===== config.mk =====
export PLATFORM = sky130hd
export DESIGN_NAME = fract_load_scheduler_flat
export DESIGN_NICKNAME = d
export VERILOG_FILES = /design/src/rtl/fract_load_scheduler_if.sv /design/src/rtl/fract_load_scheduler.sv /design/src/flat_wrapper.sv
export SDC_FILE = /design/constraint.sdc
export NUM_CORES = 1
export LEC_CHECK = 0
export BUFFER_PORTS_ARGS = -buffer_cell sky130_fd_sc_hd__buf_2
export CORE_MARGIN = 1.5
export CORE_UTILIZATION = 58
export CTS_BUF_LIST = sky130_fd_sc_hd__clkbuf_2 sky130_fd_sc_hd__clkbuf_4 sky130_fd_sc_hd__clkbuf_8
export DETAILED_ROUTE_END_ITERATION = 8
export HOLD_SLACK_MARGIN = 0.02
export PLACE_DENSITY = 0.83
export SYNTH_ARGS = -nofsm -noshare
export SYNTH_HDL_FRONTEND = slang
export SYNTH_SLANG_ARGS = --single-unit

===== constraint.sdc =====
create_clock -name clk -period 3.8 [get_ports clk]
set_input_delay 0.76 -clock clk [delete_from_list [all_inputs] [get_ports clk]]
set_output_delay 0.76 -clock clk [all_outputs]
set_load 0.005 [all_outputs]

===== src/rtl/fract_load_scheduler_if.sv =====
// rtl/fract_load_scheduler_if.sv - pixel dispatch and result write-back bus of the frame scheduler
`timescale 1ns/1ps
interface fract_load_scheduler_if #(
  parameter int NUM_PROC = 4
);
  logic                     iStart;
  logic [35:0]              iOriginX;
  logic [35:0]              iOriginY;
  logic [35:0]              iStep;
  logic                     oBusy;
  logic                     oFrameDone;
  logic [NUM_PROC-1:0]      iProcReady;
  logic [NUM_PROC-1:0]      oDataVal;
  logic [35:0]              oCoordX;
  logic [35:0]              oCoordY;
  logic [9:0]               oVGAX;
  logic [8:0]               oVGAY;
  logic [NUM_PROC-1:0]      iVGAVal;
  logic [3*NUM_PROC-1:0]    iColor;
  logic [19*NUM_PROC-1:0]   iVGACoord;
  logic [NUM_PROC-1:0]      oValueStored;
  logic                     iBufReady;
  logic                     oWrEn;
  logic [18:0]              oWrAddr;
  logic [2:0]               oWrData;

  modport master (
    input  iStart, iOriginX, iOriginY, iStep, iProcReady, iVGAVal, iColor, iVGACoord, iBufReady,
    output oBusy, oFrameDone, oDataVal, oCoordX, oCoordY, oVGAX, oVGAY, oValueStored,
           oWrEn, oWrAddr, oWrData
  );

  modport slave (
    output iStart, iOriginX, iOriginY, iStep, iProcReady, iVGAVal, iColor, iVGACoord, iBufReady,
    input  oBusy, oFrameDone, oDataVal, oCoordX, oCoordY, oVGAX, oVGAY, oValueStored,
           oWrEn, oWrAddr, oWrData
  );
endinterface


===== src/rtl/fract_load_scheduler.sv =====
// rtl/fract_load_scheduler.sv - raster scan, round-robin pixel dispatch and result write-back arbiter
`timescale 1ns/1ps
module fract_load_scheduler #(
  parameter int NUM_PROC = 4,
  parameter int H_RES    = 640,
  parameter int V_RES    = 480
) (
  input  logic                    clk,
  input  logic                    reset,
  fract_load_scheduler_if.master  bus
);

  localparam int PW = (NUM_PROC > 1) ? $clog2(NUM_PROC) : 1;

  typedef enum logic [1:0] {S_IDLE, S_RUN, S_DRAIN, S_DONE} state_t;

  // Returns {found, index} of the first set request at or after ptr.
  function automatic logic [PW:0] rr_pick(input logic [NUM_PROC-1:0] req, input logic [PW-1:0] ptr);
    logic [PW:0] res;
    logic [PW:0] idx;
    res = '0;
    for (int i = NUM_PROC - 1; i >= 0; i--) begin
      idx = {1'b0, ptr} + (PW+1)'(i);
      if (idx >= (PW+1)'(NUM_PROC)) idx = idx - (PW+1)'(NUM_PROC);
      if (req[idx[PW-1:0]]) res = {1'b1, idx[PW-1:0]};
    end
    return res;
  endfunction

  function automatic logic [PW-1:0] inc_ptr(input logic [PW-1:0] p);
    return (p == PW'(NUM_PROC - 1)) ? '0 : p + 1'b1;
  endfunction

  state_t                state_q, state_d;
  logic                  busy_q, busy_d;
  logic                  frame_done_q, frame_done_d;
  logic [NUM_PROC-1:0]   data_val_q, data_val_d;
  logic [NUM_PROC-1:0]   value_stored_q, value_stored_d;
  logic [NUM_PROC-1:0]   claimed_q, claimed_d;
  logic [NUM_PROC-1:0]   acked_q, acked_d;
  logic [35:0]           coord_x_q, coord_x_d;
  logic [35:0]           coord_y_q, coord_y_d;
  logic [35:0]           cx_q, cx_d;
  logic [35:0]           cy_q, cy_d;
  logic [35:0]           origin_x_q, origin_x_d;
  logic [35:0]           step_q, step_d;
  logic [9:0]            vga_x_q, vga_x_d;
  logic [8:0]            vga_y_q, vga_y_d;
  logic [9:0]            x_q, x_d;
  logic [8:0]            y_q, y_d;
  logic                  wr_en_q, wr_en_d;
  logic [18:0]           wr_addr_q, wr_addr_d;
  logic [2:0]            wr_data_q, wr_data_d;
  logic [18:0]           outstanding_q, outstanding_d;
  logic [PW-1:0]         disp_ptr_q, disp_ptr_d;
  logic [PW-1:0]         wr_ptr_q, wr_ptr_d;

  logic [PW:0]           disp_pick, wr_pick;
  logic [NUM_PROC-1:0]   disp_oh, wr_oh;
  logic                  dispatch, grant, last_pixel;

  always_comb begin
    state_d        = state_q;
    busy_d         = busy_q;
    frame_done_d   = 1'b0;
    data_val_d     = '0;
    value_stored_d = '0;
    wr_en_d        = 1'b0;
    coord_x_d      = coord_x_q;
    coord_y_d      = coord_y_q;
    vga_x_d        = vga_x_q;
    vga_y_d        = vga_y_q;
    wr_addr_d      = wr_addr_q;
    wr_data_d      = wr_data_q;
    cx_d           = cx_q;
    cy_d           = cy_q;
    origin_x_d     = origin_x_q;
    step_d         = step_q;
    x_d            = x_q;
    y_d            = y_q;
    outstanding_d  = outstanding_q;
    disp_ptr_d     = disp_ptr_q;
    wr_ptr_d       = wr_ptr_q;
    // A processor's ready drop releases its claim; a valid drop releases its ack.
    claimed_d      = claimed_q & bus.iProcReady;
    acked_d        = acked_q & bus.iVGAVal;

    disp_pick  = rr_pick(bus.iProcReady & ~claimed_q, disp_ptr_q);
    wr_pick    = rr_pick(bus.iVGAVal & ~acked_q, wr_ptr_q);
    disp_oh    = NUM_PROC'(1) << disp_pick[PW-1:0];
    wr_oh      = NUM_PROC'(1) << wr_pick[PW-1:0];
    dispatch   = (state_q == S_RUN) && disp_pick[PW];
    grant      = ((state_q == S_RUN) || (state_q == S_DRAIN)) && bus.iBufReady && wr_pick[PW];
    last_pixel = (x_q == 10'(H_RES - 1)) && (y_q == 9'(V_RES - 1));

    case (state_q)
      S_IDLE: begin
        if (bus.iStart) begin
          state_d       = S_RUN;
          busy_d        = 1'b1;
          origin_x_d    = bus.iOriginX;
          step_d        = bus.iStep;
          cx_d          = bus.iOriginX;
          cy_d          = bus.iOriginY;
          x_d           = '0;
          y_d           = '0;
          outstanding_d = '0;
          claimed_d     = '0;
          acked_d       = '0;
        end
      end
      S_RUN: begin
        if (dispatch && last_pixel) state_d = S_DRAIN;
      end
      S_DRAIN: begin
        if (outstanding_q == '0 && !wr_en_q && !grant) begin
          state_d      = S_DONE;
          frame_done_d = 1'b1;
          busy_d       = 1'b0;
        end
      end
      default: state_d = S_IDLE;
    endcase

    if (dispatch) begin
      data_val_d = disp_oh;
      coord_x_d  = cx_q;
      coord_y_d  = cy_q;
      vga_x_d    = x_q;
      vga_y_d    = y_q;
      claimed_d  = claimed_d | disp_oh;
      disp_ptr_d = inc_ptr(disp_pick[PW-1:0]);
      // Coordinates advance incrementally; a line wrap reloads X and steps Y down.
      if (x_q == 10'(H_RES - 1)) begin
        x_d  = '0;
        y_d  = y_q + 9'd1;
        cx_d = origin_x_q;
        cy_d = cy_q - step_q;
      end else begin
        x_d  = x_q + 10'd1;
        cx_d = cx_q + step_q;
      end
    end

    if (grant) begin
      wr_en_d        = 1'b1;
      wr_addr_d      = bus.iVGACoord[19*int'(wr_pick[PW-1:0]) +: 19];
      wr_data_d      = bus.iColor[3*int'(wr_pick[PW-1:0]) +: 3];
      value_stored_d = wr_oh;
      acked_d        = acked_d | wr_oh;
      wr_ptr_d       = inc_ptr(wr_pick[PW-1:0]);
    end

    if (dispatch && !grant)      outstanding_d = outstanding_q + 19'd1;
    else if (!dispatch && grant) outstanding_d = outstanding_q - 19'd1;
  end

  always_ff @(posedge clk or negedge reset) begin
    if (!reset) begin
      state_q        <= S_IDLE;
      busy_q         <= 1'b0;
      frame_done_q   <= 1'b0;
      data_val_q     <= '0;
      value_stored_q <= '0;
      claimed_q      <= '0;
      acked_q        <= '0;
      coord_x_q      <= '0;
      coord_y_q      <= '0;
      cx_q           <= '0;
      cy_q           <= '0;
      origin_x_q     <= '0;
      step_q         <= '0;
      vga_x_q        <= '0;
      vga_y_q        <= '0;
      x_q            <= '0;
      y_q            <= '0;
      wr_en_q        <= 1'b0;
      wr_addr_q      <= '0;
      wr_data_q      <= '0;
      outstanding_q  <= '0;
      disp_ptr_q     <= '0;
      wr_ptr_q       <= '0;
    end else begin
      state_q        <= state_d;
      busy_q         <= busy_d;
      frame_done_q   <= frame_done_d;
      data_val_q     <= data_val_d;
      value_stored_q <= value_stored_d;
      claimed_q      <= claimed_d;
      acked_q        <= acked_d;
      coord_x_q      <= coord_x_d;
      coord_y_q      <= coord_y_d;
      cx_q           <= cx_d;
      cy_q           <= cy_d;
      origin_x_q     <= origin_x_d;
      step_q         <= step_d;
      vga_x_q        <= vga_x_d;
      vga_y_q        <= vga_y_d;
      x_q            <= x_d;
      y_q            <= y_d;
      wr_en_q        <= wr_en_d;
      wr_addr_q      <= wr_addr_d;
      wr_data_q      <= wr_data_d;
      outstanding_q  <= outstanding_d;
      disp_ptr_q     <= disp_ptr_d;
      wr_ptr_q       <= wr_ptr_d;
    end
  end

  assign bus.oBusy        = busy_q;
  assign bus.oFrameDone   = frame_done_q;
  assign bus.oDataVal     = data_val_q;
  assign bus.oCoordX      = coord_x_q;
  assign bus.oCoordY      = coord_y_q;
  assign bus.oVGAX        = vga_x_q;
  assign bus.oVGAY        = vga_y_q;
  assign bus.oValueStored = value_stored_q;
  assign bus.oWrEn        = wr_en_q;
  assign bus.oWrAddr      = wr_addr_q;
  assign bus.oWrData      = wr_data_q;

endmodule

===== src/flat_wrapper.sv =====
// flat-port wrapper written by rule: the top's interface ports become plain ports
module fract_load_scheduler_flat 
#(
  parameter int NUM_PROC = 4,
  parameter int H_RES    = 640,
  parameter int V_RES    = 480
)
  (clk, reset, bus_iStart, bus_iOriginX, bus_iOriginY, bus_iStep, bus_iProcReady, bus_iVGAVal, bus_iColor, bus_iVGACoord, bus_iBufReady, bus_oBusy, bus_oFrameDone, bus_oDataVal, bus_oCoordX, bus_oCoordY, bus_oVGAX, bus_oVGAY, bus_oValueStored, bus_oWrEn, bus_oWrAddr, bus_oWrData);
  fract_load_scheduler_if #(.NUM_PROC(NUM_PROC)) bus_i ();
  input  logic clk;
  input  logic reset;
  input wire logic [$bits(bus_i.iStart)-1:0] bus_iStart;
  input wire logic [$bits(bus_i.iOriginX)-1:0] bus_iOriginX;
  input wire logic [$bits(bus_i.iOriginY)-1:0] bus_iOriginY;
  input wire logic [$bits(bus_i.iStep)-1:0] bus_iStep;
  input wire logic [$bits(bus_i.iProcReady)-1:0] bus_iProcReady;
  input wire logic [$bits(bus_i.iVGAVal)-1:0] bus_iVGAVal;
  input wire logic [$bits(bus_i.iColor)-1:0] bus_iColor;
  input wire logic [$bits(bus_i.iVGACoord)-1:0] bus_iVGACoord;
  input wire logic [$bits(bus_i.iBufReady)-1:0] bus_iBufReady;
  output wire logic [$bits(bus_i.oBusy)-1:0] bus_oBusy;
  output wire logic [$bits(bus_i.oFrameDone)-1:0] bus_oFrameDone;
  output wire logic [$bits(bus_i.oDataVal)-1:0] bus_oDataVal;
  output wire logic [$bits(bus_i.oCoordX)-1:0] bus_oCoordX;
  output wire logic [$bits(bus_i.oCoordY)-1:0] bus_oCoordY;
  output wire logic [$bits(bus_i.oVGAX)-1:0] bus_oVGAX;
  output wire logic [$bits(bus_i.oVGAY)-1:0] bus_oVGAY;
  output wire logic [$bits(bus_i.oValueStored)-1:0] bus_oValueStored;
  output wire logic [$bits(bus_i.oWrEn)-1:0] bus_oWrEn;
  output wire logic [$bits(bus_i.oWrAddr)-1:0] bus_oWrAddr;
  output wire logic [$bits(bus_i.oWrData)-1:0] bus_oWrData;
  assign bus_i.iStart = bus_iStart;
  assign bus_i.iOriginX = bus_iOriginX;
  assign bus_i.iOriginY = bus_iOriginY;
  assign bus_i.iStep = bus_iStep;
  assign bus_i.iProcReady = bus_iProcReady;
  assign bus_i.iVGAVal = bus_iVGAVal;
  assign bus_i.iColor = bus_iColor;
  assign bus_i.iVGACoord = bus_iVGACoord;
  assign bus_i.iBufReady = bus_iBufReady;
  assign bus_oBusy = bus_i.oBusy;
  assign bus_oFrameDone = bus_i.oFrameDone;
  assign bus_oDataVal = bus_i.oDataVal;
  assign bus_oCoordX = bus_i.oCoordX;
  assign bus_oCoordY = bus_i.oCoordY;
  assign bus_oVGAX = bus_i.oVGAX;
  assign bus_oVGAY = bus_i.oVGAY;
  assign bus_oValueStored = bus_i.oValueStored;
  assign bus_oWrEn = bus_i.oWrEn;
  assign bus_oWrAddr = bus_i.oWrAddr;
  assign bus_oWrData = bus_i.oWrData;
  fract_load_scheduler #(.NUM_PROC(NUM_PROC), .H_RES(H_RES), .V_RES(V_RES)) u_core (.clk(clk), .reset(reset), .bus(bus_i));
endmodule

==> results of run 1 <==
final cells by class:
cell class              instances  area [um^2]  share of cell area, %
clock inverters                 7         88.8                  0.417
well taps                     396          495                   2.32
clock buffers                  86         1070                   5.03
flip-flops and latches        320         8010                   37.6
repair buffers                360         1930                   9.08
inverters                      72          270                   1.27
multi-input cells            1732         9440                   44.3
stage by stage:
stage,util [%],total power (uW),hold slack [ns],std cells,instance area [um^2]
after global placement,65.7,17100,0.453,2880,20200
after global routing,69.5,22900,0.222,2973,21300
after CTS,69.5,21000,0.196,2973,21300
final,69.5,21100,0.165,2973,21300
after floorplan,-,14500,0.438,2239,18100
after detailed placement,65.7,17600,0.457,2880,20200
kinds of logic after synthesis:
group / Yosys count
simple gates: 1064
compound gates: 510
flops: 320
buf+inv: 187
fa+ha+maj: 88
xor+xnor: 62
mux: 8
Yosys cell counts (all sizes together) (6+ instances only):
cell and count:
a211oi 24, a21o 40, a21oi 99, a221oi 6
a31o 11, a31oi 70, and2 10, and3 30
buf 17, clkbuf 98, dfrtp 320, ha 86
inv 72, nand2 753, nand2b 17, nand3 72
nand4 7, nor2 110, nor2b 14, nor3 27
o211ai 17, o21ai 178, o21bai 7, o31ai 12
or2 6, xnor2 35, xor2 27
where the power goes:
group	switching (uW)	total [uW]	internal [uW]
Sequential	1140	6000	4860
Clock	1390	3290	1910
Combinational	7070	11800	4770
flip-flops by register name, indices dropped and copies added, names as in the netlist, 10 cells and up:
name	flops
u_core.cy_q	36
u_core.bus.oCoordX	36
u_core.outstanding_q	19
u_core.x_q	10
u_core.step_q	36
u_core.bus.oCoordY	36
u_core.bus.oWrAddr	19
u_core.origin_x_q	36
u_core.cx_q	36
u_core.bus.oVGAX	10
per-layer routing:
layer	GRT usage (%)	up-vias	part of all wire (%)
met3	5.41	130	8.3
met5	0	-	0
met2	49.5	759	46
met4	11.5	0	3.3
li1	-	8222	-
met1	43.1	8265	43
path summary, 6_finish.rpt:
check,start,to,slack [ns]
min reg2reg,u_core.bus.oVGAY[4]$_DFFE_PN0N_,u_core.bus.oVGAY[4]$_DFFE_PN0N_,0.47
max,u_core.cy_q[0]$_DFF_PN0_,u_core.cy_q[34]$_DFF_PN0_,0.61
max in group asynchronous,reset,u_core.claimed_q[0]$_DFF_PN0_,2.54
min,reset,u_core.bus.oCoordX[9]$_DFFE_PN0N_,0.17
max reg2reg,u_core.cy_q[0]$_DFF_PN0_,u_core.cy_q[34]$_DFF_PN0_,0.61
min in group clk,bus_iOriginX[11],u_core.origin_x_q[11]$_DFFE_PN0P_,0.38
==> metrics.yaml, run 1 <==
worst_setup_path:
  critical_path_class: "reg -> reg"
  cp.depth: 15
  critical_path.max_fanout: 3
  cp_num_buf_inv: 2
  worst_setup_path_end_kind: "flop"
  required_ns: 4.25
  max_stage_delay_ns: 0.42
  crit_path_start_kind: "flop"
  worstRegToRegCells: 15
  cpLargestDelayFamily: "compound AO/OA/AOI/OAI gates"
  slowest_stage: "fa_1"
  cp_data_arrival_time_ns: 3.65
  crit_chain: "inv_1 -> ha_1 -> inv_1 -> fa_1 -> a21oi_1 -> o211ai_1 -> nand3_2 -> o21ai_2 -> a31o_1 -> a31o_1 -> a21oi_2 -> o21ai_1 -> a41oi_1 -> xor2_1 -> o21ai_1"
cts:
  postCtsSetupBuffers: 0
  ctsHoldBuffers: 0
  cts_buffers: 52
  ctsResizeCount: 0
  clock_sinks: 320
  cts_buffer_depth: 3
  htreeDepth: 2
  cts_tree: "built"
  clk_pin_slew_ns: 0.06
  clock-root-buffer: "clkbuf_8"
  clk_latency_ns: 0.58
power:
  power_density_nw_per_um2: 991
  vdd_drop_max_mv: 0.472
  p_leak_uw: 0.0112
routing:
  ant_nets: 0
  num_vias: 17400
  via_per_inst: 5.84
  drc_errors: 0
  first_pass_iters: 7
  drt_wl_total_mm: 50.9
  drtIter0Drc: 1470
  post_drt_wl_per_cell_um: 17.1
timing:
  fin_ws_ns: 0.605
  period_needed_ns: 3.19
  tightest_slew_ns: 0.755
  rsz0062_at_grt: "no"
  fmax_mhz: 313
  drv_slew: 0
  timing.setup.tns_ns: 0
  period_share_pct: 84.1
  fin_skew_ns: 0.0119
  setup_violations: 0
  slew_headroom_pct: 49.5
  hold_viol_final: 0
cells_and_area:
  layout_commonest_cell: "nand2_1"
  antenna_cells: 0
  area_growth_pct: 17.6
  nNetsFinal: 2834
  drive_gt1_share_pct: 19.5
  mostFrequentLayoutCells: "nand2_1 (749), buf_2 (330), dfrtp_1 (320)"
  fillCellCount: 2448
logic_synthesis:
  syn_area_um2: 18100
  synth-edff-count: 0
  yosysTopAreaCell: "dfrtp_1"
  netlist_instances: 2239
  yosysWarnings: 0
  synth_adder_area_share_pct: 6.16
  muxShareOfSynthArea_pct: 0.463
  synth_top_area_share_pct: 44.2
  synth-xor-area-share_pct: 3.00
  syn_nets: 2535
  synthSimpleGateAreaFrac_pct: 24.4
  synth_top_family_by_area: "simple AND/OR/NAND/NOR gates"
  synth_area_leaders: "dfrtp_1 (44%), nand2_1 (16%), ha_1 (5.9%)"
  synthArstFlopShare_pct: 100
  ys_seq_area_share_pct: 44.2
  synth_compound_area_share_pct: 17.8
  yosysUniqueCellTypes: 83
  synth_ff_type: "dfrtp_1"
  ys_ff_latch: 320
  avgSynthCellArea_um2: 8.09
global_routing:
  overflow: 0
  grt_use_total_pct: 31.2
  grt_pass1_vias: 16900
  grt_pass1_wl_mm: 83.7
  grt_max_degree: 94
  antenna_found_initial: 0
place:
  place.gp.congestion: 0.948
  port_buffers: 331
  dp_hpwl_mm: 36.4
  dpl_worst_slack_ns: 0.639
run_status:
  status: "finished clean"
floorplan:
  die-area_um2: 32300
  initial_core_util_pct: 59.1
  dieHeight_um: 180
  row_count: 64
  io_pins: 332
  coreArea_um2: 30700
  die_w_um: 180
job:
  cap_violations: 0
hold_path:
  hp-class: "in -> async"
(Power assumes the default switching activity.)
==> run 2, diff against run 1 <==
--- a/config.mk
+++ b/config.mk
@@ -5,9 +5,10 @@
 export SDC_FILE = /design/constraint.sdc
 export NUM_CORES = 1
 export LEC_CHECK = 0
+export ABC_AREA = 1
 export BUFFER_PORTS_ARGS = -buffer_cell sky130_fd_sc_hd__buf_2
 export CORE_MARGIN = 1.5
-export CORE_UTILIZATION = 58
+export CORE_UTILIZATION = 59
 export CTS_BUF_LIST = sky130_fd_sc_hd__clkbuf_2 sky130_fd_sc_hd__clkbuf_4 sky130_fd_sc_hd__clkbuf_8
 export DETAILED_ROUTE_END_ITERATION = 8
 export HOLD_SLACK_MARGIN = 0.02
==> constraint.sdc (replaced) <==
create_clock -name clk -period 3.15 [get_ports clk]
set_input_delay 0.63 -clock clk [delete_from_list [all_inputs] [get_ports clk]]
set_output_delay 0.63 -clock clk [all_outputs]
set_load 0.005 [all_outputs]
==> run 2 against run 1 <==
Compared with the run above: sequential share of layout area down 4.1 points; critical path depth fell by 4; combinational power rose by 57%; wire length increased by 31%; synthesized cell count increased by 34%; core utilization fell by 0.42 points; critical endpoint is now u_core.cy_q[21]$_DFF_PN0_; final area grew 12%.
==> metrics.yaml, run 2 <==
run_status:
  status: "finished clean"
worst_setup_path:
  slowest_stage: "dfrtp_1"
  crit_top_cell: "nand2_1"
  crit_path_start_kind: "flop"
  worstRegToRegCells: 11  # -4
  startpoint: "u_core.x_q[0]$_DFFE_PN0P_"
  critical_path.max_fanout: 33  # +30
  crit_chain: "ha_1 -> nand2_1 -> nor2_2 -> nand3_1 -> inv_2 -> nand4_4 -> clkinv_2 -> nand2_4 -> a21oi_2 -> o21ai_1 -> nand2_1"
  cp_data_arrival_time_ns: 3.27  # -0.38 ns
  required_ns: 3.72  # -0.53 ns
  max_stage_delay_ns: 0.48  # +0.06 ns
  timing.rr.start: "u_core.x_q[0]$_DFFE_PN0P_"
  worst_setup_path_end_kind: "flop"
  critical_path_class: "reg -> reg"
logic_synthesis:
  avgSynthCellArea_um2: 6.94  # -14%
  yosysTopAreaCell: "dfrtp_1"
  yosysWarnings: 0  # unchanged
  syn_nets: 3297  # +30%
  synth_top_area_share_pct: 38.5  # -5.7 points
  yosysUniqueCellTypes: 54  # -35%
  yosysMostFrequentCell: "nand2_1"
  ys_ff_latch: 320  # unchanged
  ys_seq_area_share_pct: 38.5  # -5.7 points
  synthArstFlopShare_pct: 100  # unchanged
  netlist_instances: 3001  # +34%
  synth_ff_type: "dfrtp_1"
  synth-edff-count: 0  # unchanged
  synthTopCellsByCount: "nand2_1 (1,035), inv_1 (414), dfrtp_1 (320), nand3_1 (248), o21ai_0 (186)"
  syn_area_um2: 20800  # +15%
  synth_area_leaders: "dfrtp_1 (38%), nand2_1 (19%), inv_1 (7.5%)"
timing:
  setup_violations: 0  # unchanged
  hold_viol_final: 0  # unchanged
  tightest_slew_ns: 0.637  # -0.118 ns
  fin_skew_ns: 0.0310  # +0.0191 ns
  period_needed_ns: 2.71  # -0.488 ns
  fin_ws_ns: 0.444  # -0.162 ns
  rsz0062_at_grt: "no"
  fmax_mhz: 370  # +18%
  drv_slew: 0  # unchanged
  timing.setup.tns_ns: 0  # unchanged
  period_share_pct: 85.9  # +1.8 points
  slew_headroom_pct: 57.2  # +7.7 points
hold_path:
  worstHoldStart: "bus_iStep[5]"
  hold_depth: 3
  hp-class: "in -> reg"
routing:
  post_drt_wl_per_cell_um: 17.5  # +2.4%
  via_per_inst: 5.55  # -5.1%
  first_pass_iters: 6  # -1
  drt_wl_total_mm: 66.8  # +31%
  ant_nets: 0  # unchanged
  drtIter0Drc: 1916  # +30%
  num_vias: 21100  # +22%
  drc_errors: 0  # unchanged
cts:
  clock_sinks: 320  # unchanged
  htreeDepth: 2  # unchanged
  clock-root-buffer: "clkbuf_8"
  cts_buffer_depth: 3  # unchanged
  clk_pin_slew_ns: 0.07  # about the same
  cts_tree: "built"
  clk_latency_ns: 0.65  # +0.07 ns
  cts_buffers: 54  # +3.8%
cells_and_area:
  mostFrequentLayoutCells: "nand2_1 (1,034), inv_1 (414), buf_2 (330)"
  area_growth_pct: 14.8
  nNetsFinal: 3607  # +27%
  layout_commonest_cell: "nand2_1"
  antenna_cells: 0  # unchanged
  drive_gt1_share_pct: 15.2  # -4.3 points
floorplan:
  io_pins: 332  # unchanged
  die-area_um2: 36400  # +13%
  dieHeight_um: 191  # +6.2%
  coreArea_um2: 34600  # +13%
  initial_core_util_pct: 60.1  # +1.1 points
  die_w_um: 191  # +6.2%
  row_count: 68  # +6.3%
power:
  vdd_drop_max_mv: 0.688  # +46%
  p_leak_uw: 0.0131  # +17%
  power_density_nw_per_um2: 1260  # +27%
global_routing:
  grt_pass1_wl_mm: 105  # +25%
  grt_pass1_vias: 20200  # +20%
  overflow: 0  # unchanged
  grt_max_degree: 127  # +35%
  antenna_found_initial: 0  # unchanged
  grt_use_total_pct: 36.8  # +5.6 points
place:
  dp_hpwl_mm: 50.5  # +39%
  dpl_worst_slack_ns: 0.478  # -0.161 ns
  place.gp.congestion: 1.05  # +10%
  port_buffers: 331  # unchanged
job:
  cap_violations: 0  # unchanged
## run 2: cell count changes after synthesis, sizes merged, moves of 55 or more
cell / change
buf: +55
a31oi: -66
nand2: +291
nand3: +181
clkbuf: -65
inv: +350
nor2: +72
o21ai: +97
## run 2: report_power, final
part	switching [uW]	leakage, uW	total [uW]	internal [uW]
Clock	1800	0.000633	4170	2370
Sequential	1480	0.00397	7460	5980
Combinational	12300	0.00850	18500	6210
Total	15600	0.0131	30100	14600
## run 2: path summary, 6_finish.rpt
check	to	slack, ns
min in group asynchronous	u_core.step_q[8]$_DFFE_PN0P_	0.56
max in group asynchronous	u_core.origin_x_q[31]$_DFFE_PN0P_	1.72
worst max-delay path	u_core.cy_q[21]$_DFF_PN0_	0.44
worst max register to register	u_core.cy_q[21]$_DFF_PN0_	0.44
worst min register to register	u_core.bus.oWrAddr[10]$_DFFE_PN0N_	0.47
worst min-delay path	u_core.step_q[5]$_DFFE_PN0P_	0.21
## run 2: cell families after synthesis
family,after synthesis,share of synthesized area (%)
AOI/OAI and AO/OA,434,11.3
adders and majority gates,88,5.36
DFF,320,38.5
muxes,2,0.0961
buffers and inverters,528,10.8
and+or+nand+nor,1570,31.5
xor gates and xnor gates,59,2.48
## run 2: what timing repair did
action	CTS	global route
gates resized for setup	0	0
endpoints found under the hold margin	63	0
hold buffers	1	0
setup endpoints to repair	0	0
buffers inserted	0	0
## run 2: stage by stage
| stage | total power (uW) | cells | cell area, um^2 | hold slack (ns) | utilization, % |
|---|---|---|---|---|---|
| 2_1_floorplan | 20500 | 3001 | 20800 | 0.334 | - |
| 3_3_place_gp | 25100 | 3709 | 22700 | 0.457 | 65.5 |
| 3_5_place_dp | 25500 | 3709 | 22700 | 0.459 | 65.5 |
| 4_1_cts | 29800 | 3808 | 23900 | 0.174 | 69.1 |
| 5_1_grt | 32700 | 3808 | 23900 | 0.191 | 69.1 |
| 6_report | 30100 | 3808 | 23900 | 0.207 | 69.1 |
## run 2: layer usage
metal / global-route usage, % / vias to the layer above / share of wire [%]
met5: 0 / - / 0
met4: 13.4 / 0 / 3.4
met3: 6.16 / 144 / 7.6
met2: 58.9 / 930 / 46
met1: 50.2 / 9900 / 43
li1: - / 10200 / -
## run 2: critical path: cells and delay by family (launching register included)
family,cells,cell delay (ns)
compound gates,2,0.34
fa+ha+maj,1,0.20
buf+inv,2,0.46
flops,1,0.48
simple gates,6,1.12
## run 2: cell type report
type / count / area, um^2
Fill cell: 2948 / 10700
Multi-Input combinational cell: 2153 / 10600
Inverter: 423 / 1590
Clock buffer: 87 / 1100
Clock inverter: 11 / 115
Sequential cell: 320 / 8010
Timing Repair Buffer: 359 / 1950
Tap cell: 455 / 569
==> run 3, diff against run 2 <==
--- a/config.mk
+++ b/config.mk
@@ -7,12 +7,12 @@
 export LEC_CHECK = 0
 export ABC_AREA = 1
 export BUFFER_PORTS_ARGS = -buffer_cell sky130_fd_sc_hd__buf_2
-export CORE_MARGIN = 1.5
-export CORE_UTILIZATION = 59
-export CTS_BUF_LIST = sky130_fd_sc_hd__clkbuf_2 sky130_fd_sc_hd__clkbuf_4 sky130_fd_sc_hd__clkbuf_8
+export CORE_MARGIN = 2
+export CORE_UTILIZATION = 58
+export CTS_BUF_LIST = sky130_fd_sc_hd__clkbuf_16
 export DETAILED_ROUTE_END_ITERATION = 8
 export HOLD_SLACK_MARGIN = 0.02
-export PLACE_DENSITY = 0.83
+export PLACE_DENSITY = 0.81
 export SYNTH_ARGS = -nofsm -noshare
 export SYNTH_HDL_FRONTEND = slang
 export SYNTH_SLANG_ARGS = --single-unit
==> run 3 against run 2 <==
Compared with the run above: combinational power barely moved; clock-buffer cell count decreased by 50; highest routed layer is now met5; largest cell class unchanged; sequential share of layout area increased by 0.072 points; first-iteration DRC count shrank 12%; wire length fell by 1.2%; global-route usage shrank 2.0 points; critical path depth increased by 3; core utilization is 1.8 points lower.
==> metrics.yaml, run 3 (synthesized netlist as in run 2, its figures left out) <==
timing:
  slew_headroom_pct: 56.2  # -1.0 points
  fmax_mhz: 385  # +4.2%
  timing.setup.tns_ns: 0  # unchanged
  holdWs_ns: 0.0756  # -0.132 ns
  period_needed_ns: 2.60  # -0.109 ns
  fin_skew_ns: 0.0155  # -0.0155 ns
  period_share_pct: 82.4  # -3.5 points
  hold_viol_final: 0  # unchanged
  rsz0062_at_grt: "no"
  drv_slew: 0  # unchanged
  tightest_slew_ns: 0.658  # +0.0209 ns
  setup_violations: 0  # unchanged
  fin_ws_ns: 0.553  # +0.109 ns
cts:
  ctsResizeCount: 0  # unchanged
  cts_buffers: 36  # -33%
  clk_latency_ns: 0.55  # -0.10 ns
  cts_tree: "built"
  clock_sinks: 320  # unchanged
  clk_pin_slew_ns: 0.06  # about the same
  postCtsSetupBuffers: 0  # unchanged
  clock-root-buffer: "clkbuf_16"
  cts_buffer_depth: 3  # unchanged
  htreeDepth: 2  # unchanged
  ctsHoldBuffers: 0  # -1
routing:
  num_vias: 20900  # -0.92%
  via_per_inst: 5.53  # -0.29%
  drtIter0Drc: 1689  # -12%
  wl_met1_mm: 28.6  # -0.39%
  dr_wl_met3_mm: 4.85  # -4.6%
  ant_nets: 0  # unchanged
  drt_wl_total_mm: 66.0  # -1.2%
  post_drt_wl_per_cell_um: 17.4  # -0.57%
  dr_wl_met2_mm: 30.6  # -0.30%
  top_layer: "met5"
  first_pass_iters: 6  # unchanged
  drc_errors: 0  # unchanged
power:
  p_leak_uw: 0.0131  # -0.30%
  power_uw: 30100  # -0.24%
  vdd_drop_max_mv: 0.884  # +28%
  power_density_nw_per_um2: 1260  # about the same
floorplan:
  io_pins: 332  # unchanged
  die-area_um2: 37400  # +2.8%
  die_w_um: 193  # +1.4%
  coreArea_um2: 35500  # +2.5%
  dieHeight_um: 193  # +1.4%
  row_count: 69  # +1.5%
  initial_core_util_pct: 58.7  # -1.4 points
cells_and_area:
  layout_commonest_cell: "nand2_1"
  antenna_cells: 0  # unchanged
  fillCellCount: 3144  # +6.6%
  final_area_um2: 23900  # -0.21%
  area_growth_pct: 14.6
  mostFrequentLayoutCells: "nand2_1 (1,034), inv_1 (421), buf_2 (330)"
  nNetsFinal: 3591  # -0.44%
  drive_gt1_share_pct: 14.1  # -1.1 points
worst_setup_path:
  cpLargestDelayFamily: "simple AND/OR/NAND/NOR gates"
  required_ns: 3.56  # -0.16 ns
  crit_chain: "inv_1 -> ha_1 -> inv_1 -> fa_1 -> nand3_1 -> nand2_1 -> nand3_1 -> nand2_1 -> nand2_1 -> nand2_1 -> nand2_1 -> nand4_1 -> nand3_1 -> o21ai_0"
  crit_path_start_kind: "flop"
  cp_data_arrival_time_ns: 3.00  # -0.27 ns
  worst_setup_path_end_kind: "flop"
  critical_path_class: "reg -> reg"
  cp_num_buf_inv: 2  # unchanged
  crit_top_cell: "nand2_1"
  max_stage_delay_ns: 0.45  # -0.03 ns
  critical_path.max_fanout: 4  # -88%
  slowest_stage: "fa_1"
place:
  port_buffers: 331  # unchanged
  placed_area_um2: 22700  # +0.19%
  place.gp.congestion: 0.977  # -6.6%
  dpl_worst_slack_ns: 0.499  # +0.0216 ns
  dp_hpwl_mm: 50.4  # -0.34%
global_routing:
  grt_pass1_wl_mm: 105  # about the same
  overflow: 0  # unchanged
  antenna_found_initial: 1  # +1
  grt_max_degree: 90  # -29%
  grt_pass1_vias: 20100  # -0.81%
  grt_use_total_pct: 34.8  # -2.0 points
job:
  cap_violations: 0  # unchanged
hold_path:
  hp-class: "in -> async"
run_status:
  status: "finished clean"
[run 3: cell types whose count changed in the layout (fill, tap and decap cells not counted), moves of 3 or more]
cell / previous run / this run
clkbuf_16: 0 / 37
clkbuf_4: 16 / 0
clkbuf_8: 71 / 0
clkinv_1: 0 / 5
clkinv_2: 7 / 10
inv_1: 414 / 421
[run 3: final cells by class]
| type | instances | area, um^2 | share of cell area (%) |
|---|---|---|---|
| tap | 461 | 577 | 2.42 |
| sequential | 320 | 8010 | 33.6 |
| inverter | 423 | 1590 | 6.67 |
| multi-input combinational | 2153 | 10600 | 44.3 |
| clock buffer | 37 | 926 | 3.88 |
| timing repair buffer | 361 | 1980 | 8.29 |
| clock inverter | 29 | 203 | 0.849 |
[run 3: per-layer routing]
| layer | up-vias | track usage (%) |
|---|---|---|
| li1 | 10100 | - |
| met1 | 9840 | 48.3 |
| met2 | 849 | 57.1 |
| met3 | 124 | 4.59 |
| met4 | 2 | 10.3 |
| met5 | - | 0 |
[run 3: final timing paths]
path                                                 endpoint  slack (ns)  cells past startpoint                               start
max                                 u_core.cy_q[26]$_DFF_PN0_        0.55                     14            u_core.cy_q[0]$_DFF_PN0_
min                               u_core.cx_q[12]$_DFFE_PN0P_        0.08                      1                               reset
max reg2reg                         u_core.cy_q[26]$_DFF_PN0_        0.55                     14            u_core.cy_q[0]$_DFF_PN0_
min reg2reg                u_core.bus.oWrAddr[18]$_DFFE_PN0N_        0.47                      2  u_core.bus.oWrAddr[18]$_DFFE_PN0N_
max in group asynchronous       u_core.claimed_q[2]$_DFF_PN0_        2.25                      2                               reset
min in group clk                u_core.step_q[31]$_DFFE_PN0P_        0.30                      3                       bus_iStep[31]
[run 3: report_power, final]
| group | internal (uW) | switching, uW |
|---|---|---|
| Sequential | 5980 | 1480 |
| Clock | 2310 | 1790 |
| Combinational | 6240 | 12200 |
| Total | 14500 | 15500 |
[run 3: stage by stage]
step / cells / util (%)
finish: 3784 / 67.3
detailed placement: 3718 / 64.1
global route: 3784 / 67.3
CTS: 3784 / 67.3
global placement: 3718 / 64.1
floorplan: 3001 / -
